File: src/rtl/program_mem_loadable_if.sv
// -----------------------------------------------------------------------------
// program_mem_loadable_if
// Bundles the fetch port and the byte-loader handshake of program_mem_loadable.
//   master : the core/loader side (drives pc, load_en, ld_data, ld_valid)
//   slave  : the program memory (drives ir, ld_ready, cpu_hold, ld_err, word_cnt)
// Signals:
//   pc        fetch address
//   ir        registered instruction word
//   load_en   level request for load mode
//   ld_data   loader byte
//   ld_valid  ld_data is valid
//   ld_ready  memory accepts a byte this cycle
//   cpu_hold  core must stall while high
//   ld_err    sticky loader error flag
//   word_cnt  words written in the current or last load
// -----------------------------------------------------------------------------
interface program_mem_loadable_if #(
    parameter int PC_WIDTH = 8,
    parameter int IR_WIDTH = 16
);
    logic [PC_WIDTH-1:0] pc;
    logic [IR_WIDTH-1:0] ir;
    logic                load_en;
    logic [7:0]          ld_data;
    logic                ld_valid;
    logic                ld_ready;
    logic                cpu_hold;
    logic                ld_err;
    logic [PC_WIDTH:0]   word_cnt;

    modport master (
        output pc, load_en, ld_data, ld_valid,
        input  ir, ld_ready, cpu_hold, ld_err, word_cnt
    );

    modport slave (
        input  pc, load_en, ld_data, ld_valid,
        output ir, ld_ready, cpu_hold, ld_err, word_cnt
    );
endinterface

File: src/rtl/program_mem_loadable.sv
// -----------------------------------------------------------------------------
// program_mem_loadable
// Instruction memory that can be reloaded byte-by-byte from a loader stream.
// In RUN the memory is fetched at pc with one cycle of latency; in LOAD the
// core is held, ir reads as NOP, and bytes are assembled MSB-first into words
// written at successive addresses starting from 0.
// Ports:
//   clk    rising-edge clock
//   res_n  asynchronous active-low reset (also clears the whole memory)
//   bus    program_mem_loadable_if.slave (fetch port + loader handshake)
// -----------------------------------------------------------------------------
module program_mem_loadable #(
    parameter int PC_WIDTH = 8,
    parameter int IR_WIDTH = 16,   // multiple of 8
    parameter int CMD_CNT  = 64    // at most 2**PC_WIDTH
) (
    input  logic                   clk,
    input  logic                   res_n,
    program_mem_loadable_if.slave  bus
);

    typedef enum logic {
        ST_RUN  = 1'b0,
        ST_LOAD = 1'b1
    } state_e;

    localparam int BYTES = IR_WIDTH / 8;
    localparam int BCW   = (BYTES > 1) ? $clog2(BYTES) : 1;
    localparam int AW    = (CMD_CNT > 1) ? $clog2(CMD_CNT) : 1;
    localparam logic [BCW-1:0]    LAST_BYTE = BCW'(BYTES - 1);
    localparam logic [PC_WIDTH:0] CMD_CNT_W = (PC_WIDTH + 1)'(CMD_CNT);

    state_e              state_q, state_d;
    logic [IR_WIDTH-1:0] ir_q, ir_d;
    logic                ld_ready_q, ld_ready_d;
    logic                cpu_hold_q, cpu_hold_d;
    logic                ld_err_q, ld_err_d;
    // word_cnt also serves as the write address: both clear on LOAD entry and
    // advance together, and both stop once the memory is full.
    logic [PC_WIDTH:0]   word_cnt_q, word_cnt_d;
    logic [BCW-1:0]      byte_cnt_q, byte_cnt_d;
    logic [IR_WIDTH-1:0] asm_q, asm_d;   // partial word being assembled
    logic [IR_WIDTH-1:0] mem_q [CMD_CNT];
    logic [IR_WIDTH-1:0] mem_d [CMD_CNT];

    // NOTE: every signal gets a default at the top of always_comb so that no
    // path leaves it unassigned, which would infer a latch.
    always_comb begin
        state_d    = state_q;
        ir_d       = '0;
        ld_err_d   = ld_err_q;
        word_cnt_d = word_cnt_q;
        byte_cnt_d = byte_cnt_q;
        asm_d      = asm_q;
        mem_d      = mem_q;

        case (state_q)
            ST_RUN: begin
                if (bus.load_en) begin
                    state_d    = ST_LOAD;
                    ld_err_d   = 1'b0;
                    word_cnt_d = '0;
                    byte_cnt_d = '0;
                    asm_d      = '0;
                end
            end
            ST_LOAD: begin
                if (!bus.load_en) begin
                    // Leaving with a partial word: drop its bytes and flag it.
                    state_d    = ST_RUN;
                    byte_cnt_d = '0;
                    if (byte_cnt_q != '0) ld_err_d = 1'b1;
                end else if (bus.ld_valid) begin
                    asm_d = IR_WIDTH'({asm_q, bus.ld_data});
                    if (byte_cnt_q == LAST_BYTE) begin
                        byte_cnt_d = '0;
                        if (word_cnt_q < CMD_CNT_W) begin
                            mem_d[word_cnt_q[AW-1:0]] = asm_d;
                            word_cnt_d = word_cnt_q + 1'b1;
                        end else begin
                            // Full: drop the word rather than wrap onto word 0.
                            ld_err_d = 1'b1;
                        end
                    end else begin
                        byte_cnt_d = byte_cnt_q + 1'b1;
                    end
                end
            end
            default: state_d = ST_RUN;
        endcase

        ld_ready_d = (state_d == ST_LOAD);
        // Hold stays up for one extra cycle after LOAD so the core first sees
        // an ir fetched from the freshly loaded image.
        cpu_hold_d = (state_d == ST_LOAD) || (state_q == ST_LOAD);

        // The fetch on the LOAD->RUN edge reads the finished image: no byte is
        // accepted on that edge, so mem_q is final.
        if (state_d == ST_RUN && {1'b0, bus.pc} < CMD_CNT_W) begin
            ir_d = mem_q[bus.pc[AW-1:0]];
        end
    end

    // NOTE: the memory array sits in the async-reset block on purpose: reset
    // must leave every word as NOP, including after an aborted load.
    always_ff @(posedge clk or negedge res_n) begin
        if (!res_n) begin
            state_q    <= ST_RUN;
            ir_q       <= '0;
            ld_ready_q <= 1'b0;
            cpu_hold_q <= 1'b0;
            ld_err_q   <= 1'b0;
            word_cnt_q <= '0;
            byte_cnt_q <= '0;
            asm_q      <= '0;
            mem_q      <= '{default: '0};
        end else begin
            state_q    <= state_d;
            ir_q       <= ir_d;
            ld_ready_q <= ld_ready_d;
            cpu_hold_q <= cpu_hold_d;
            ld_err_q   <= ld_err_d;
            word_cnt_q <= word_cnt_d;
            byte_cnt_q <= byte_cnt_d;
            asm_q      <= asm_d;
            mem_q      <= mem_d;
        end
    end

    assign bus.ir       = ir_q;
    assign bus.ld_ready = ld_ready_q;
    assign bus.cpu_hold = cpu_hold_q;
    assign bus.ld_err   = ld_err_q;
    assign bus.word_cnt = word_cnt_q;

endmodule

File: src/flat_wrapper.sv
// flat-port wrapper written by rule: the top's interface ports become plain ports
module program_mem_loadable_flat 
#(
    parameter int PC_WIDTH = 8,
    parameter int IR_WIDTH = 16,                   
    parameter int CMD_CNT  = 64                          
)
  (clk, res_n, bus_pc, bus_load_en, bus_ld_data, bus_ld_valid, bus_ir, bus_ld_ready, bus_cpu_hold, bus_ld_err, bus_word_cnt);
  program_mem_loadable_if #(.PC_WIDTH(PC_WIDTH), .IR_WIDTH(IR_WIDTH)) bus_i ();
  input  logic clk;
  input  logic res_n;
  input wire logic [$bits(bus_i.pc)-1:0] bus_pc;
  input wire logic [$bits(bus_i.load_en)-1:0] bus_load_en;
  input wire logic [$bits(bus_i.ld_data)-1:0] bus_ld_data;
  input wire logic [$bits(bus_i.ld_valid)-1:0] bus_ld_valid;
  output wire logic [$bits(bus_i.ir)-1:0] bus_ir;
  output wire logic [$bits(bus_i.ld_ready)-1:0] bus_ld_ready;
  output wire logic [$bits(bus_i.cpu_hold)-1:0] bus_cpu_hold;
  output wire logic [$bits(bus_i.ld_err)-1:0] bus_ld_err;
  output wire logic [$bits(bus_i.word_cnt)-1:0] bus_word_cnt;
  assign bus_i.pc = bus_pc;
  assign bus_i.load_en = bus_load_en;
  assign bus_i.ld_data = bus_ld_data;
  assign bus_i.ld_valid = bus_ld_valid;
  assign bus_ir = bus_i.ir;
  assign bus_ld_ready = bus_i.ld_ready;
  assign bus_cpu_hold = bus_i.cpu_hold;
  assign bus_ld_err = bus_i.ld_err;
  assign bus_word_cnt = bus_i.word_cnt;
  program_mem_loadable #(.PC_WIDTH(PC_WIDTH), .IR_WIDTH(IR_WIDTH), .CMD_CNT(CMD_CNT)) u_core (.clk(clk), .res_n(res_n), .bus(bus_i));
endmodule
File: config.mk
export PLATFORM = sky130hd
export DESIGN_NAME = program_mem_loadable_flat
export DESIGN_NICKNAME = d
export VERILOG_FILES = /design/src/rtl/program_mem_loadable_if.sv /design/src/rtl/program_mem_loadable.sv /design/src/flat_wrapper.sv
export SDC_FILE = /design/constraint.sdc
export NUM_CORES = 1
export LEC_CHECK = 0
export CAP_MARGIN = 20
export CORE_UTILIZATION = 55
export CTS_BUF_LIST = sky130_fd_sc_hd__clkbuf_16
export CTS_CLUSTER_SIZE = 20
export DETAILED_ROUTE_END_ITERATION = 8
export PLACE_DENSITY_LB_ADDON = 0.3
export SYNTH_ARGS = -nofsm -noshare
export SYNTH_HDL_FRONTEND = slang
export SYNTH_SLANG_ARGS = --single-unit
File: constraint.sdc
create_clock -name clk -period 3.4 [get_ports clk]
set_input_delay 0.85 -clock clk [delete_from_list [all_inputs] [get_ports clk]]
set_output_delay 0.85 -clock clk [all_outputs]
set_load 0.005 [all_outputs]
==> results of run 1 <==
==> cells in the final DEF, fill, tap and decap left out, drive strengths merged, types with 3 or more instances in the layout <==
cell	n
a211oi	16
a21oi	23
a221oi	11
a22o	14
a22oi	3
a31oi	10
a41o	3
and2	4
and3	4
buf	225
bufinv	3
clkbuf	109
clkdlybuf4s50	34
clkinv	42
dfrtp	1061
inv	51
mux2	1037
mux2i	59
mux4	242
nand2	100
nand3	23
nand3b	4
nor2	46
nor2b	7
nor3	6
nor3b	3
o211ai	6
o21ai	35
o221ai	18
o22ai	35
or3	3
xor2	3
==> area by class of cell <==
cell class	count	area, um2
Fill cell	6203	32350
Clock buffer	108	2703
Clock inverter	84	461.7
Sequential cell	1061	26560
Tap cell	1155	1445
Timing Repair Buffer	260	2882
Multi-Input combinational cell	1736	20570
Inverter	12	45.04
==> kinds of logic (layout without fill, tap and decap cells) <==
family                     Yosys count  in the layout  synth area share, %
and+or+nand+nor                    213            213                2.615
AOI/OAI and AO/OA                  181            181                2.530
buffers and inverters              301            464                2.824
xor gates and xnor gates             3              3              0.05422
muxes                             1338           1338                37.17
adders and majority gates            1              1              0.02581
DFF                               1061           1061                54.78
==> stage by stage <==
stage / utilization (%) / area, um2 / hold slack [ns]
after floorplan: - / 48470 / 0.4524
after global placement: 59.16 / 51480 / 0.4622
after detailed placement: 59.16 / 51480 / 0.4750
after CTS: 62.80 / 54650 / 0.1103
after global routing: 62.82 / 54670 / 0.1268
final: 62.82 / 54670 / 0.1069
==> power breakdown <==
group	internal, W	total, W	switching, W
Combinational	0.000690	0.00184	0.00115
Sequential	0.0129	0.0131	0.000249
Clock	0.00594	0.0108	0.00488
==> synthesized netlist by cell type, types with 3 or more instances <==
cell type	count
o22ai_1	35
mux2_1	4
buf_4	18
inv_1	10
nand3_1	22
buf_2	89
a22oi_1	3
a22o_1	14
nor3b_1	3
mux2_4	80
nor2_1	15
o21ai_0	35
o211ai_1	6
nand3b_1	4
and3_1	4
buf_1	8
and2_1	3
nand2_4	8
mux2i_1	59
a41o_1	3
a221oi_1	11
nor3_1	4
nor2_4	13
buf_6	8
a31oi_1	10
o221ai_1	18
nand2_2	18
mux4_2	242
a211oi_1	16
a21oi_1	23
mux2_2	953
nor2_2	18
or3_1	3
dfrtp_1	1061
nor2b_1	7
xor2_1	3
nand2_1	74
clkbuf_1	166
==> flip-flops by register name (all words and copies together), names as in the netlist <==
name	flops
u_core.bus.ir	16
u_core.asm_q	8
u_core.byte_cnt_q	1
u_core.state_q	1
u_core.mem_q	1024
u_core.bus.ld_err	1
u_core.bus.cpu_hold	1
u_core.bus.word_cnt	9
==> per-layer routing <==
| layer | vias up | track usage [%] | part of all wire, % |
|---|---|---|---|
| li1 | 11670 | - | - |
| met1 | 15580 | 40.24 | 41 |
| met2 | 975 | 46.69 | 48 |
| met3 | 252 | 6.652 | 7.3 |
| met4 | 4 | 11.52 | 3.9 |
| met5 | - | 0 | 0.021 |
==> worst max path at each step <==
| stage | from | end | cells after the start |
|---|---|---|---|
| 5_1_grt | u_core.bus.word_cnt[3]$_DFFE_PN0P_ | bus_word_cnt[3] | 1 |
| 4_1_cts | u_core.bus.word_cnt[3]$_DFFE_PN0P_ | bus_word_cnt[3] | 1 |
| 2_1_floorplan | bus_pc[0] | u_core.bus.ir[0]$_DFF_PN0_ | 8 |
| 3_3_place_gp | bus_pc[0] | u_core.bus.ir[11]$_DFF_PN0_ | 8 |
| 6_report | u_core.bus.word_cnt[3]$_DFFE_PN0P_ | bus_word_cnt[3] | 1 |
| 3_5_place_dp | bus_ld_valid | u_core.mem_q[959]$_DFFE_PN0P_ | 7 |
==> flow_summary.yaml, run 1 <==
clocking:
  cts_resized: 0
  clk_latency_ns: 0.70
  clock_path_buffers: 3
  cts_made_buffers: 108
  path_clk_slew_ns: 0.06
  htree_levels: 3
  cts_tree: "built"
  hold_buffers: 0
  clock_sinks: 1061
  clock-root-buffer: "clkbuf_16"
  post_cts_buffers: 0
die:
  rows: 108
  die_w_um: 298.9
  ioPinCount: 48
  core_area_mm2: 0.08702
  die_area_mm2: 0.08932
  die_y_um: 298.9
  initial_core_util_pct: 55.70
critical_path:
  cp_slowest_cell: "dfrtp_1"
  cp_top_family: "flip-flops"
  path_buf_inv: 1
  cp_cell_sequence: "clkdlybuf4s50_1"
  rrSetupSlack_ns: 0.55
  worst_ep_arrival_time_ns: 2.35
  cp_max_fo: 20
  crit_type: "register to primary output"
  rr_endpoint: "u_core.mem_q[759]$_DFFE_PN0P_"
  slowest_delay_ns: 0.99
  endpoint_kind: "primary output"
  startpoint_type: "register"
  rr_startpoint: "u_core.bus.word_cnt[4]$_DFFE_PN0P_"
  r2r_cells: 3
  cp_data_required_time_ns: 2.55
status:
  status: "completed"
final_layout:
  final-instance-count-excl-fill: 4416
  final_nets: 3200
  drive_above_1_share_pct: 52.28
  syn2layout_area_growth_pct: 12.79
  antenna_cells: 0
sta:
  drv_slew: 0
  finalSetupTns_ns: 0
  finalSetupViolCount: 0
  fmax_mhz: 312.7
  min_period_over_period_pct: 94.06
  slew_headroom_pct: 26.53
  setup_ws_ns: 0.2019
  period_minus_slack_ns: 3.198
  rsz0062_at_grt: "false"
  tightestPinTransition_ns: 1.102
  hold_viol_final: 0
  skew_ns: 0.03098
global_route:
  grtUsageTotal_pct: 29.60
  grt_pass1_wl_um: 198300
  grt_antenna_before_repair: 5
  grt_remaining_overflow: 0
  grt_max_degree: 121
  first_global_vias: 31250
min_path:
  hold_class: "input port to asynchronous set/reset pin"
placed_design:
  dp.cells: 4223
  gp_congestion: 0.8423
  portBuffers: 47
  dp_hpwl_um: 82780
  place_ws_ns: 0.05969
drt:
  drcViolationCount: 0
  via_per_inst: 6.451
  wirelength_um: 127800
  vias: 28490
  wl_per_cell_um: 28.93
  first_pass_iters: 5
  drt_iter0_drc: 2207
  final_antenna_net_count: 0
flow_run:
  drv_cap: 0
synthesis:
  synthArstFlopShare_pct: 100.0
  syn_nets: 3119
  synth_edf_count: 0
  synthFlopType: "dfrtp_1"
  synth_cells: 3098
  synth_warnings: 0
  syn_area_per_cell_um2: 15.65
  ys_types: 57
  syn_area_mm2: 0.04847
  synth-seq-cells: 1061
  synth_largest_area_cell: "dfrtp_1"
  yosysSeqAreaShare_pct: 54.78
  synthTopCellsByArea: "dfrtp_1 (55%), mux2_2 (22%), mux4_2 (11%)"
  synth_top_area_share_pct: 54.78
power:
  p_leak_nw: 26.75
  power.total_w: 0.02577
  power.density_mw_per_mm2: 471.4
  ir_worst_vdd_v: 0.0004440
No activity file was read; power rests on OpenSTA's default activity.
==> inputs of run 2 (changes only) <==
--- a/config.mk
+++ b/config.mk
@@ -6,6 +6,7 @@
 export NUM_CORES = 1
 export LEC_CHECK = 0
 export CAP_MARGIN = 20
+export CORE_MARGIN = 4
 export CORE_UTILIZATION = 55
 export CTS_BUF_LIST = sky130_fd_sc_hd__clkbuf_16
 export CTS_CLUSTER_SIZE = 20
==> flow_summary.yaml, run 2 (synthesized netlist as in run 1, its figures left out) <==
status:
  status: "completed"
drt:
  wl_met2_um: 61130
  route.met3.wl_um: 8243
  via_per_inst: 6.466
  wirelength_um: 129000
  vias: 28650
  first_pass_iters: 5
  wl_per_cell_um: 29.11
  drt_iter0_drc: 2324
  wl_met1_um: 54130
  final_antenna_net_count: 0
  top_layer: "met4"
  drcViolationCount: 0
critical_path:
  crit_path_end: "bus_word_cnt[4]"
  worst_ep_arrival_time_ns: 2.46
  r2r_cells: 3
  path_buf_inv: 1
  startpoint_type: "register"
  slowest_delay_ns: 1.08
  cp_max_fo: 18
  cp.depth: 1
  cp-startpoint: "u_core.bus.word_cnt[4]$_DFFE_PN0P_"
  cp_data_required_time_ns: 2.55
  rr_endpoint: "u_core.mem_q[681]$_DFFE_PN0P_"
  rr_startpoint: "u_core.bus.word_cnt[4]$_DFFE_PN0P_"
  endpoint_kind: "primary output"
  cp_cell_sequence: "clkdlybuf4s50_1"
  rrSetupSlack_ns: 0.31
  crit_type: "register to primary output"
  cp_top_family: "flip-flops"
  cp_slowest_cell: "dfrtp_1"
final_layout:
  syn2layout_area_growth_pct: 13.47
  final_nets: 3199
  drive_above_1_share_pct: 52.97
  final-instance-count-excl-fill: 4431
  largest_reg_flops: 1024
  top_register: "u_core.mem_q"
  final_cell_mix: "dfrtp_1 (1,053), mux2_2 (953), mux4_2 (242)"
  final_common_cell: "dfrtp_1"
clocking:
  cts_resized: 0
  path_clk_slew_ns: 0.06
  cts_made_buffers: 110
  clock_path_buffers: 3
  post_cts_buffers: 0
  clk_latency_ns: 0.71
  clock_sinks: 1061
  clock-root-buffer: "clkbuf_16"
  cts_tree: "built"
  hold_buffers: 0
  htree_levels: 3
min_path:
  hold_class: "input port to asynchronous set/reset pin"
placed_design:
  dp_hpwl_um: 83020
  place_ws_ns: -0.1806
  portBuffers: 47
  dp.cells: 4221
  gp_congestion: 0.8709
power:
  ir_worst_vdd_v: 0.0004072
  power.total_w: 0.02671
  p_leak_nw: 26.84
  power.density_mw_per_mm2: 485.7
sta:
  tightestPinTransition_ns: 1.151
  slew_headroom_pct: 23.10
  hold_viol_final: 0
  min_period_over_period_pct: 97.39
  rsz0062_at_grt: "false"
  fmax_mhz: 302.0
  drv_slew: 0
  period_minus_slack_ns: 3.311
  skew_ns: 0.03133
  setup_ws_ns: 0.08865
  finalSetupViolCount: 0
global_route:
  grt_remaining_overflow: 0
  grt_max_degree: 134
  first_global_vias: 31160
  grt_pass1_wl_um: 197800
  grt_antenna_before_repair: 7
  grtUsageTotal_pct: 28.07
flow_run:
  drv_cap: 0
die:
  die_y_um: 304.9
  initial_core_util_pct: 55.61
  rows: 108
  die_area_mm2: 0.09294
  core_area_mm2: 0.08716
  die_w_um: 304.9
  ioPinCount: 48
-- run 2: cell types whose count changed in the layout (fill, tap and decap cells not counted), sizes merged --
cell      change
buf           -3
bufinv        +8
clkbuf        +2
clkinv        +8
clkinvlp      +4
diode         +6
inv          -10
-- run 2: where the power goes --
| part | internal (W) | switching [W] |
|---|---|---|
| Combinational | 0.000678 | 0.00109 |
| Clock | 0.00672 | 0.00507 |
| Sequential | 0.0129 | 0.000295 |
-- run 2: per-layer routing --
layer / vias up / track usage (%)
met5: - / 0
met4: 0 / 11.01
met3: 284 / 5.270
met2: 1022 / 44.38
met1: 15630 / 39.08
li1: 11720 / -
-- run 2: through the flow --
| step | hold WS [ns] | TNS [ns] | instance area [um2] | util [%] |
|---|---|---|---|---|
| after floorplan | 0.4524 | 0 | 48470 | - |
| after global placement | 0.4633 | -0.3092 | 51470 | 59.05 |
| after detailed placement | 0.4743 | -0.2831 | 51470 | 59.05 |
| after CTS | 0.001091 | 0 | 54990 | 63.09 |
| after global routing | 0.008478 | 0 | 54990 | 63.09 |
| final | 0.02865 | 0 | 55000 | 63.10 |
-- run 2: worst min path at each step --
stage	from	end	cells past startpoint
2_1_floorplan	u_core.mem_q[799]$_DFFE_PN0P_	u_core.mem_q[799]$_DFFE_PN0P_	1
3_3_place_gp	u_core.mem_q[799]$_DFFE_PN0P_	u_core.mem_q[799]$_DFFE_PN0P_	1
3_5_place_dp	u_core.mem_q[799]$_DFFE_PN0P_	u_core.mem_q[799]$_DFFE_PN0P_	1
4_1_cts	res_n	u_core.mem_q[550]$_DFFE_PN0P_	1
5_1_grt	res_n	u_core.mem_q[550]$_DFFE_PN0P_	1
6_report	res_n	u_core.mem_q[550]$_DFFE_PN0P_	1
-- run 2: area by class of cell --
class                   count  area, um2
multi-input cells        1736      20570
clock buffers             110       2753
inverters                  12      45.04
fillers                  6185      32160
repair buffers            257       2846
diodes                      6      15.01
well taps                1155       1445
flip-flops and latches   1061      26560
clock inverters            94      763.2
